## src/rtl/ysyx_23060061_lsu.sv

```systemverilog
// Multi-cycle load/store unit: turns one core access into a valid/ready bus
// transaction. It aligns store data into byte lanes and generates byte strobes.
// Load data is extracted from its lane and sign/zero extended. Misaligned
// accesses, bus errors and hung transactions are reported through resp_err.
module ysyx_23060061_lsu #(
    parameter int DATA_W  = 32,
    parameter int ADDR_W  = 32,
    parameter int TIMEOUT = 255
) (
    input  logic                clk,
    input  logic                rst,
    input  logic                req_valid,
    output logic                req_ready,
    input  logic                req_wen,
    input  logic [ADDR_W-1:0]   req_addr,
    input  logic [DATA_W-1:0]   req_wdata,
    input  logic [1:0]          req_size,
    input  logic                req_unsigned,
    output logic                resp_valid,
    input  logic                resp_ready,
    output logic [DATA_W-1:0]   resp_rdata,
    output logic [1:0]          resp_err,
    output logic                mem_req_valid,
    input  logic                mem_req_ready,
    output logic                mem_wen,
    output logic [ADDR_W-1:0]   mem_addr,
    output logic [DATA_W-1:0]   mem_wdata,
    output logic [DATA_W/8-1:0] mem_wstrb,
    input  logic                mem_rsp_valid,
    input  logic                mem_rsp_err,
    input  logic [DATA_W-1:0]   mem_rdata
);

    localparam int STRB_W = DATA_W / 8;
    localparam int OFF_W  = $clog2(STRB_W);
    localparam int CNT_W  = $clog2(TIMEOUT + 1);

    localparam logic [1:0] ERR_OK  = 2'b00;
    localparam logic [1:0] ERR_MIS = 2'b01;
    localparam logic [1:0] ERR_BUS = 2'b10;
    localparam logic [1:0] ERR_TMO = 2'b11;

    typedef enum logic [1:0] {
        S_IDLE,
        S_REQ,
        S_WAIT,
        S_RESP
    } state_t;

    state_t              state_q, state_d;
    logic [CNT_W-1:0]    cnt_q, cnt_d;
    logic                wen_q, wen_d;
    logic [ADDR_W-1:0]   addr_q, addr_d;
    logic [DATA_W-1:0]   wdata_q, wdata_d;
    logic [1:0]          size_q, size_d;
    logic                uns_q, uns_d;
    logic [DATA_W-1:0]   rdata_q, rdata_d;
    logic [1:0]          err_q, err_d;
    logic [OFF_W-1:0]    off_q;

    assign off_q = addr_q[OFF_W-1:0];

    // An access is misaligned when the address is not a multiple of its size;
    // a dword on a 32-bit bus can never be served.
    function automatic logic is_misaligned(input logic [ADDR_W-1:0] a, input logic [1:0] sz);
        logic m;
        case (sz)
            2'b00:   m = 1'b0;
            2'b01:   m = a[0];
            2'b10:   m = |a[1:0];
            default: m = (DATA_W == 32) ? 1'b1 : |a[2:0];
        endcase
        return m;
    endfunction

    // Byte-enable pattern of an access before it is moved to its lane.
    function automatic logic [STRB_W-1:0] lane_mask(input logic [1:0] sz);
        logic [STRB_W-1:0] m;
        case (sz)
            2'b00:   m = STRB_W'(1);
            2'b01:   m = STRB_W'(3);
            2'b10:   m = STRB_W'(15);
            default: m = '1;
        endcase
        return m;
    endfunction

    // Pulls the addressed field down to bit 0 and extends it. A full-width
    // field has an all-ones mask, so the sign fill vanishes on its own.
    function automatic logic [DATA_W-1:0] load_extend(input logic [DATA_W-1:0] raw,
                                                      input logic [OFF_W-1:0]  off,
                                                      input logic [1:0]        sz,
                                                      input logic              uns);
        logic [DATA_W-1:0] sh;
        logic [DATA_W-1:0] m;
        logic              sb;
        sh = raw >> {off, 3'b000};
        case (sz)
            2'b00:   begin m = DATA_W'(8'hFF);         sb = sh[7];        end
            2'b01:   begin m = DATA_W'(16'hFFFF);      sb = sh[15];       end
            2'b10:   begin m = DATA_W'(32'hFFFF_FFFF); sb = sh[31];       end
            default: begin m = '1;                     sb = sh[DATA_W-1]; end
        endcase
        return (sh & m) | ((!uns && sb) ? ~m : '0);
    endfunction

    // Control state: reset abandons any transaction in flight.
    always_ff @(posedge clk or posedge rst) begin
        if (rst) begin
            state_q <= S_IDLE;
            cnt_q   <= '0;
        end else begin
            state_q <= state_d;
            cnt_q   <= cnt_d;
        end
    end

    // Access fields and captured response; only meaningful while a transaction is live.
    always_ff @(posedge clk) begin
        wen_q   <= wen_d;
        addr_q  <= addr_d;
        wdata_q <= wdata_d;
        size_q  <= size_d;
        uns_q   <= uns_d;
        rdata_q <= rdata_d;
        err_q   <= err_d;
    end

    // Next-state logic: accept, issue to the bus, wait for a response or timeout, hand back.
    always_comb begin
        state_d = state_q;
        cnt_d   = cnt_q;
        wen_d   = wen_q;
        addr_d  = addr_q;
        wdata_d = wdata_q;
        size_d  = size_q;
        uns_d   = uns_q;
        rdata_d = rdata_q;
        err_d   = err_q;
        case (state_q)
            S_IDLE: begin
                if (req_valid) begin
                    wen_d   = req_wen;
                    addr_d  = req_addr;
                    wdata_d = req_wdata;
                    size_d  = req_size;
                    uns_d   = req_unsigned;
                    if (is_misaligned(req_addr, req_size)) begin
                        err_d   = ERR_MIS;
                        rdata_d = '0;
                        state_d = S_RESP;
                    end else begin
                        state_d = S_REQ;
                    end
                end
            end
            S_REQ: begin
                if (mem_req_ready) begin
                    cnt_d   = '0;
                    state_d = S_WAIT;
                end
            end
            S_WAIT: begin
                cnt_d = cnt_q + CNT_W'(1);
                if (mem_rsp_valid) begin
                    state_d = S_RESP;
                    if (mem_rsp_err) begin
                        err_d   = ERR_BUS;
                        rdata_d = '0;
                    end else begin
                        err_d   = ERR_OK;
                        rdata_d = wen_q ? '0 : load_extend(mem_rdata, off_q, size_q, uns_q);
                    end
                end else if (cnt_q == CNT_W'(TIMEOUT - 1)) begin
                    state_d = S_RESP;
                    err_d   = ERR_TMO;
                    rdata_d = '0;
                end
            end
            S_RESP: begin
                if (resp_ready) state_d = S_IDLE;
            end
            default: state_d = S_IDLE;
        endcase
    end

    // Outputs decode from the state; everything is forced low while reset is held.
    always_comb begin
        req_ready     = 1'b0;
        resp_valid    = 1'b0;
        resp_rdata    = '0;
        resp_err      = ERR_OK;
        mem_req_valid = 1'b0;
        mem_wen       = 1'b0;
        mem_addr      = '0;
        mem_wdata     = '0;
        mem_wstrb     = '0;
        if (!rst) begin
            case (state_q)
                S_IDLE: req_ready = 1'b1;
                S_REQ: begin
                    mem_req_valid = 1'b1;
                    mem_wen       = wen_q;
                    mem_addr      = {addr_q[ADDR_W-1:OFF_W], {OFF_W{1'b0}}};
                    if (wen_q) begin
                        mem_wdata = wdata_q << {off_q, 3'b000};
                        mem_wstrb = lane_mask(size_q) << off_q;
                    end
                end
                S_RESP: begin
                    resp_valid = 1'b1;
                    resp_rdata = rdata_q;
                    resp_err   = err_q;
                end
                default: ;
            endcase
        end
    end

endmodule
```

## config.mk

```make
export PLATFORM = sky130hd
export DESIGN_NAME = ysyx_23060061_lsu
export DESIGN_NICKNAME = d
export VERILOG_FILES = /design/src/rtl/ysyx_23060061_lsu.sv
export SDC_FILE = /design/constraint.sdc
export NUM_CORES = 1
export LEC_CHECK = 0
export ABC_AREA = 1
export BUFFER_PORTS_ARGS = -buffer_cell sky130_fd_sc_hd__buf_2
export CAP_MARGIN = 20
export CORE_ASPECT_RATIO = 0.75
export CORE_MARGIN = 2
export CORE_UTILIZATION = 45
export CTS_CLUSTER_DIAMETER = 60
export CTS_CLUSTER_SIZE = 12
export DETAILED_ROUTE_END_ITERATION = 6
export PLACE_DENSITY = 0.74
export SETUP_SLACK_MARGIN = 0.15
export SLEW_MARGIN = 30
export SYNTH_ARGS = -nofsm -noshare
export SYNTH_HDL_FRONTEND = slang
export SYNTH_SLANG_ARGS = --single-unit
```

## constraint.sdc

```tcl
create_clock -name clk -period 7.2 [get_ports clk]
set_input_delay 0.36 -clock clk [delete_from_list [all_inputs] [get_ports clk]]
set_output_delay 0.36 -clock clk [all_outputs]
set_load 0.005 [all_outputs]
```

==> results of run 1 <==
==> through the flow <==
| stage | power, mW | hold slack [ns] | utilization |
|---|---|---|---|
| 2_1_floorplan | 1.435 | 0.1497 | - |
| 3_3_place_gp | 1.656 | 0.5311 | 0.5558 |
| 3_5_place_dp | 1.679 | 0.5381 | 0.5570 |
| 4_1_cts | 2.135 | 0.1770 | 0.5782 |
| 5_1_grt | 2.258 | 0.1706 | 0.5784 |
| 6_report | 2.122 | 0.1883 | 0.5784 |
==> synth_stat cells (all sizes together), types with 2 or more instances <==
cell type	n	area, µm²
nand2	169	634.4
nor2	129	504.2
edfxtp	102	3063
inv	47	176.4
o21ai	39	195.2
a21oi	32	197.7
clkbuf	23	87.58
nand3	22	132.6
buf	18	112.6
dfrtp	10	250.2
a211oi	7	52.55
a311oi	7	61.31
a32o	7	70.07
o211ai	7	52.55
ha	6	75.07
nand4	2	12.51
==> power by group <==
part | internal (mW) | switching (mW)
registers | 0.939 | 0.0677
logic | 0.209 | 0.452
clock network | 0.232 | 0.224
==> cell type report <==
class / count / area [µm²]
Timing Repair Buffer: 218 / 1119
Sequential cell: 112 / 3313
Antenna cell: 1 / 2.502
Clock inverter: 7 / 36.28
Multi-Input combinational cell: 436 / 2059
Fill cell: 1125 / 5206
Inverter: 48 / 180.2
Tap cell: 166 / 207.7
Clock buffer: 9 / 225.2
==> state kept, by name, summed over array words and instances (netlist names) <==
register / cells
cnt_q: 8
addr_q: 32
rdata_q: 32
uns_q: 1
err_q: 2
state_q: 2
wdata_q: 32
size_q: 2
wen_q: 1
==> layer usage <==
metal  vias to the layer above  part of all wire  global-route usage  wire length, µm
met4                         2            0.0085             0.04615              131
met3                        17              0.10             0.06507             1609
met2                       242              0.44              0.3340             6791
li1                       2489                 -                   -                -
met5                         -           0.00072                   0               11
met1                      2318              0.44              0.3116             6798
==> worst paths after layout <==
check                              start  cells after the start  slack, ns           end
min in group asynchronous            rst                      3       0.37      cnt_q[5]
setup / recovery                     rst                     12       4.07  mem_wdata[7]
hold / removal             req_wdata[23]                      1       0.19   wdata_q[23]
setup reg to reg               addr_q[0]                      8       4.59   rdata_q[20]
hold reg to reg                 cnt_q[1]                      2       0.56      cnt_q[1]
max in group asynchronous            rst                      3       6.64      cnt_q[4]
==> logic make-up after synthesis <==
| logic type | count (synthesis) | share of synthesized area |
|---|---|---|
| adder cells (fa/ha/maj) | 6 | 0.01308 |
| XOR/XNOR | 1 | 0.001527 |
| AO/OA/AOI/OAI | 103 | 0.1147 |
| flip-flops | 112 | 0.5774 |
| AND/OR/NAND/NOR | 324 | 0.2263 |
| other | 1 | 0.0006535 |
| buffers and inverters | 89 | 0.06629 |
==> impl_results.md, run 1 <==
- Result of the run: finished clean
- Initial antenna violation count: 2
- Number of max-slew violations in the final report: 0
- Critical-path cell with the highest stage delay: sky130_fd_sc_hd__nor2_2
- Starting utilization of the core area: 0.4646
- Clock Sink Count: 112
- Vias: 5068
- Critical path's top delay family: buffers and inverters
- Unrepaired setup endpoints after global routing: false
- Worst-case clock skew: 0.008604 ns
- Final hold violation count: 0
- Worst min-delay path class: in -> reg
- Deepest clock path buffer count: 2
- Final routed DRC violation total: 0
- Cells after Synth: 636
- Clock latency reported for the late side of the worst-skew pair: 0.34 ns
- Placement row count: 35
- H-tree Lvls: 3
- Start-to-end type of the worst setup path: in -> out
- Number of vias per cell: between 5 and 6
- Setup WS pre-CTS: 4.035 ns
- Most common cell after layout, fill and taps aside: sky130_fd_sc_hd__buf_2
- Clock tree from TritonCTS: built
- Tcrit/Tclk final: 0.4353
- Violation count after the first detailed-route iteration: 501
- Die Footprint: about 14000 µm²
- Resized cells post-CTS: 0
- CTS hold repair buffers: 0
- Congestion Overflow GR: 0
- Buffers on Ports: 210
- Half-perimeter wire length after placement: 10980 µm
- Post-Place Cell Area: 6879 µm²
- Min Tclk post-route: 3.134 ns
- I/O pin cnt: 213
- Die height: 101.8 µm
- Stage delay of the slowest cell on the critical path: 0.45 ns
- Library cell appearing most often on the critical path: sky130_fd_sc_hd__inv_2
- Peak ir drop on the vdd network: ~0.16 mV
- First-pass GRT wire length: 23050 µm
- Worst endpoint data arrival time: 2.77 ns
- Critical path endpoint category: output port
- Number of global-route vias before repair: 4441
- Synthesis-to-layout area growth: 24.49%
- Largest net degree at the start of global routing: 68
- Commonest cells after routing, fill and taps aside: sky130_fd_sc_hd__buf_2 (210), sky130_fd_sc_hd__nand2_1 (169), sky130_fd_sc_hd__nor2_1 (125)
- Die Width: 134.4 µm
- Count of different cell masters after synthesis: 35
- Remaining max-slew budget at the tightest pin: 0.5013
- Average cell area after synthesis: 9.022 µm²
- Final design instance area without fill: 7143 µm²
- Number of enable-type register cells in the synthesized netlist: 102
- Overall routed net length: 15340 µm
- Setup ws final: 4.066 ns
- Power per Cell Area: 297.1 nW/µm²
- Most frequently used flop master after synthesis: sky130_fd_sc_hd__edfxtp_1
- Fraction of registers with async set or reset after synthesis: 0.08929
- First drt pass iteration count: 4
- Core Footprint: approximately 12000 µm²
- Maximum clock rate: 319.1 MHz
- Crit-path cells: buf_2 -> buf_4 -> inv_2 -> nand2_1 -> nor2_2 -> inv_2 -> nor2_4 -> inv_2 -> nor2_4 -> inv_2 -> nor2_1 -> buf_2
- Ratio of cells with drive above 1 in the final layout: 0.3108
- Crit-path max FO: 67
- Post-DRT Antenna Nets: 0
- Tightest Pin Transition: 0.7470 ns
- Routed WL per cell: between 15 and 20 µm
- Total of flip-flops plus latches after synthesis: 112
- Number of buffer and inverter stages on the critical path: 7
- # Post-CTS Setup Buffers: 0
- Buffer type at the clock tree root: sky130_fd_sc_hd__clkbuf_16
- Startpoint class of the critical path: input pin
- Final TNS setup: 0 ns
- Portion of the post-synthesis area used by sequential elements: 0.5774
- Post-synthesis instance area: 5738 µm²
- Worst EP required: 6.84 ns
- Global-route usage over all layers: 0.2184
- Yosys Warn Count: 0
- Fin nets: roughly 940
- Number of maximum-capacitance violations: 0
- Final Non-Filler Cells: 997
- Leak pwr: 3.242 nW
- # setup viols final: 0
- Clock buffer count from CTS: 9
- Clock transition at the registers of the reported paths: 0.07 ns
- Number of placed cells counting well taps: 980
- Final estimated routing congestion in global placement: 0.8631
Note: power is estimated with default switching activity, not from simulation.
==> run 2: changes to the inputs <==
- ABC_AREA: 1 -> 0
- clock period: 7.2 -> 3.3 ns (I/O delays scaled with it)
==> impl_results.md, run 2 <==
- Result of the run: finished clean (unchanged)
- Clock latency reported for the late side of the worst-skew pair: 0.34 ns (about the same)
- Yosys Warn Count: 0 (unchanged)
- Unrepaired setup endpoints after global routing: false (unchanged)
- Internal power: 3.138 mW (was 1.379 mW)
- Pwr Total: 4.540 mW (was 2.122 mW)
- Deepest clock path buffer count: 2 (unchanged)
- Fraction of registers with async set or reset after synthesis: 0.08929 (unchanged)
- Initial antenna violation count: 1 (was 2)
- Clock buffer count from CTS: 9 (unchanged)
- Post-synthesis instance area: 5562 µm² (was 5738 µm²)
- Worst EP required: 3.13 ns (was 6.84 ns)
- Die height: 100.3 µm (was 101.8 µm)
- Placement row count: 35 (unchanged)
- Start-to-end type of the worst setup path: reg -> out (was in -> out)
- Tcrit/Tclk final: 0.7749
- Overall routed net length: 15390 µm (was 15340 µm)
- Worst-case clock skew: 0.006619 ns (was 0.008604 ns)
- Min Tclk post-route: roughly 2.6 ns
- H-tree Lvls: 3 (unchanged)
- Buffers on Ports: 210 (unchanged)
- Most repeated cell in the gate-level netlist after synthesis: sky130_fd_sc_hd__edfxtp_1 (was sky130_fd_sc_hd__nand2_1)
- Power per Cell Area: 592.5 nW/µm² (was 297.1 nW/µm²)
- Number of maximum-capacitance violations: 0 (unchanged)
- Switching Share: 0.3087 (was 0.3502)
- Core Footprint: 12170 µm² (was 12350 µm²)
- Commonest cells after routing, fill and taps aside: sky130_fd_sc_hd__buf_2 (210), sky130_fd_sc_hd__edfxtp_1 (102), sky130_fd_sc_hd__dlygate4sd3_1 (61) (was sky130_fd_sc_hd__buf_2 (210), sky130_fd_sc_hd__nand2_1 (169), sky130_fd_sc_hd__nor2_1 (125))
- Final estimated routing congestion in global placement: 0.8462 (was 0.8631)
- Leak pwr: 3.616 nW (was 3.242 nW)
- Most frequently used flop master after synthesis: sky130_fd_sc_hd__edfxtp_1 (unchanged)
- Fin nets: 835 (was 938)
- Final hold violation count: 0 (unchanged)
- Number of max-slew violations in the final report: 0 (unchanged)
- Switching Power: 1.401 mW (was 0.7432 mW)
- Starting utilization of the core area: 0.4568 (was 0.4646)
- Largest registers: addr_q x32, rdata_q x32, wdata_q x32 (unchanged)
- Critical path endpoint category: output port (unchanged)
- Part of the total power dissipated in combinational logic: 0.281 (was 0.311)
- Post-DRT Antenna Nets: 0 (unchanged)
- Maximum clock rate: 391.1 MHz
- First drt pass iteration count: 4 (unchanged)
- Vias: 4665 (was 5068)
- # Post-CTS Setup Buffers: 0 (unchanged)
- Total of flip-flops plus latches after synthesis: 112 (unchanged)
- Cells after Synth: 465 (was 636)
- Clock network fraction of total power: 0.258 (was 0.214)
- Setup WS pre-CTS: 1.131 ns (was 4.035 ns)
- Antenna fix cells: 0 (was 1)
- Synthesis-to-layout area growth: 37.77% (was 24.49%)
- Clock transition at the registers of the reported paths: 0.07 ns (about the same)
- Die Width: 132.4 µm (was 134.4 µm)
- Remaining max-slew budget at the tightest pin: 0.4284 (was 0.5013)
- Largest net degree at the start of global routing: 71 (was 68)
- Cell type contributing the most total cell area after synthesis: sky130_fd_sc_hd__edfxtp_1 (unchanged)
- Final TNS setup: 0 ns (unchanged)
- I/O pin cnt: 213 (unchanged)
- Congestion Overflow GR: 0 (unchanged)
- Global-route usage over all layers: 0.2318 (was 0.2184)
- Proportion of netlist area held by the largest area contributor: 0.5507 (was 0.5338)
- Half-perimeter wire length after placement: 10350 µm (was 10980 µm)
- Part of the power in registers: 0.461 (was 0.474)
- Top area cells in the synthesized netlist: sky130_fd_sc_hd__edfxtp_1 (55%), sky130_fd_sc_hd__mux2i_1 (6.3%), sky130_fd_sc_hd__and2_1 (5.2%), sky130_fd_sc_hd__dfrtp_1 (4.5%), sky130_fd_sc_hd__a211oi_1 (4.3%) (was sky130_fd_sc_hd__edfxtp_1 (53%), sky130_fd_sc_hd__nand2_1 (11%), sky130_fd_sc_hd__nor2_1 (8.2%), sky130_fd_sc_hd__dfrtp_1 (4.4%), sky130_fd_sc_hd__o21ai_0 (3.4%))
- Worst endpoint data arrival time: 2.39 ns (was 2.77 ns)
- Count of different cell masters after synthesis: 39 (was 35)
- Routed WL per cell: 17.24 µm (was 15.39 µm)
- Violation count after the first detailed-route iteration: 250 (was 501)
- Tightest Pin Transition: 0.8575 ns (was 0.7470 ns)
- Clock tree from TritonCTS: built (unchanged)
- Number of vias per cell: 5.224 (was 5.083)
- Leading post-synthesis cells by instance count: sky130_fd_sc_hd__edfxtp_1 (102), sky130_fd_sc_hd__and2_1 (46), sky130_fd_sc_hd__nor2_1 (41) (was sky130_fd_sc_hd__nand2_1 (169), sky130_fd_sc_hd__nor2_1 (125), sky130_fd_sc_hd__edfxtp_1 (102))
- Number of enable-type register cells in the synthesized netlist: 102 (unchanged)
- Most common cell after layout, fill and taps aside: sky130_fd_sc_hd__buf_2 (unchanged)
- Clock Sink Count: 112 (unchanged)
- # setup viols final: 0 (unchanged)
- Ratio of cells with drive above 1 in the final layout: 0.3329 (was 0.3108)
- Final routed DRC violation total: 0 (unchanged)
- Die Footprint: 13270 µm² (was 13680 µm²)
- Setup ws final: 0.7429 ns (was 4.066 ns)
- First-pass GRT wire length: 24050 µm (was 23050 µm)
- Startpoint class of the critical path: flop (was input pin)
- Peak ir drop on the vdd network: 0.3639 mV (was 0.1633 mV)
- Worst min-delay path class: in -> reg (unchanged)
- Average cell area after synthesis: 11.96 µm² (was 9.022 µm²)
- Buffer type at the clock tree root: sky130_fd_sc_hd__clkbuf_16 (unchanged)
- Crit-path max FO: 19 (was 67)
- Number of global-route vias before repair: 4697 (was 4441)
- Portion of the post-synthesis area used by sequential elements: 0.5957 (was 0.5774)
-- run 2: changes by cell type after synthesis, sizes merged, moves of 9 or more --
cell	before	now
nor2b	0	19
and3	0	37
inv	47	11
nand2	169	9
o21ai	39	22
a211oi	7	32
a21o	0	9
and2	0	46
nand3	22	3
mux2i	0	35
nor2	129	43
a21oi	32	19
-- run 2: final cells by class --
type / count / area (µm²)
fillers: 973 / 4512
flip-flops and latches: 112 / 3313
multi-input cells: 310 / 2054
repair buffers: 278 / 1727
clock buffers: 11 / 232.7
well taps: 166 / 207.7
clock inverters: 5 / 86.33
inverters: 11 / 41.29
-- run 2: cells by family after synthesis --
kind of cell | count (synthesis) | share of synthesized area
simple gates | 171 | 0.1730
flops | 112 | 0.5957
compound gates | 87 | 0.1008
buf+inv | 44 | 0.03667
mux | 39 | 0.07177
other cells | 1 | 0.0006743
fa+ha+maj | 6 | 0.01350
xor+xnor | 5 | 0.007875
-- run 2: power by group through the flow --
stage | Sequential (mW) | Clock (mW) | Combinational (mW)
after floorplan | 2.08 | 0 | 0.790
after global placement | 2.10 | 0 | 1.17
after detailed placement | 2.12 | 0 | 1.21
after CTS | 2.09 | 1.19 | 1.27
after global routing | 2.12 | 1.24 | 1.41
final | 2.09 | 1.17 | 1.28
-- run 2: metal layers --
| metal | vias up | GRT usage | share of wire |
|---|---|---|---|
| li1 | 2211 | - | - |
| met1 | 2205 | 0.2746 | 0.41 |
| met2 | 215 | 0.3962 | 0.47 |
| met3 | 32 | 0.08232 | 0.089 |
| met4 | 2 | 0.08023 | 0.026 |
| met5 | - | 0 | 0.00071 |
-- run 2: worst paths after layout --
check                           depth (start not counted)    startpoint            to  slack, ns
worst max-delay path                                    6    state_q[1]  mem_wstrb[2]       0.74
worst min-delay path                                    1  req_wdata[0]    wdata_q[0]       0.01
worst max register to register                          7    state_q[0]   rdata_q[26]       1.12
worst min register to register                          2      cnt_q[6]      cnt_q[6]       0.55
max in group asynchronous                               3           rst    state_q[0]       2.39
min in group asynchronous                               3           rst      cnt_q[6]       0.50
-- run 2: per-stage QoR --
stage,util,instances,hold slack [ns],cell area (µm²)
2_1_floorplan,-,466,0.2639,5565
3_3_place_gp,0.5528,816,0.3419,6730
3_5_place_dp,0.5530,816,0.3098,6733
4_1_cts,0.6286,892,0.0008024,7652
5_1_grt,0.6294,893,0.004780,7662
6_report,0.6294,893,0.01246,7662
-- run 2: critical path, cell delays in order (launching register included) --
cell	delay, ns
sky130_fd_sc_hd__dfrtp_1	0.42
sky130_fd_sc_hd__inv_1	0.10
sky130_fd_sc_hd__ha_1	0.26
sky130_fd_sc_hd__nor2b_2	0.26
sky130_fd_sc_hd__nand2_1	0.42
sky130_fd_sc_hd__a211oi_1	0.41
sky130_fd_sc_hd__buf_2	0.17
-- run 2: what timing repair did --
item / CTS / global route
gates resized for setup: 0 / 0
hold buffers: 60 / 1
hold endpoints to repair: 69 / 1
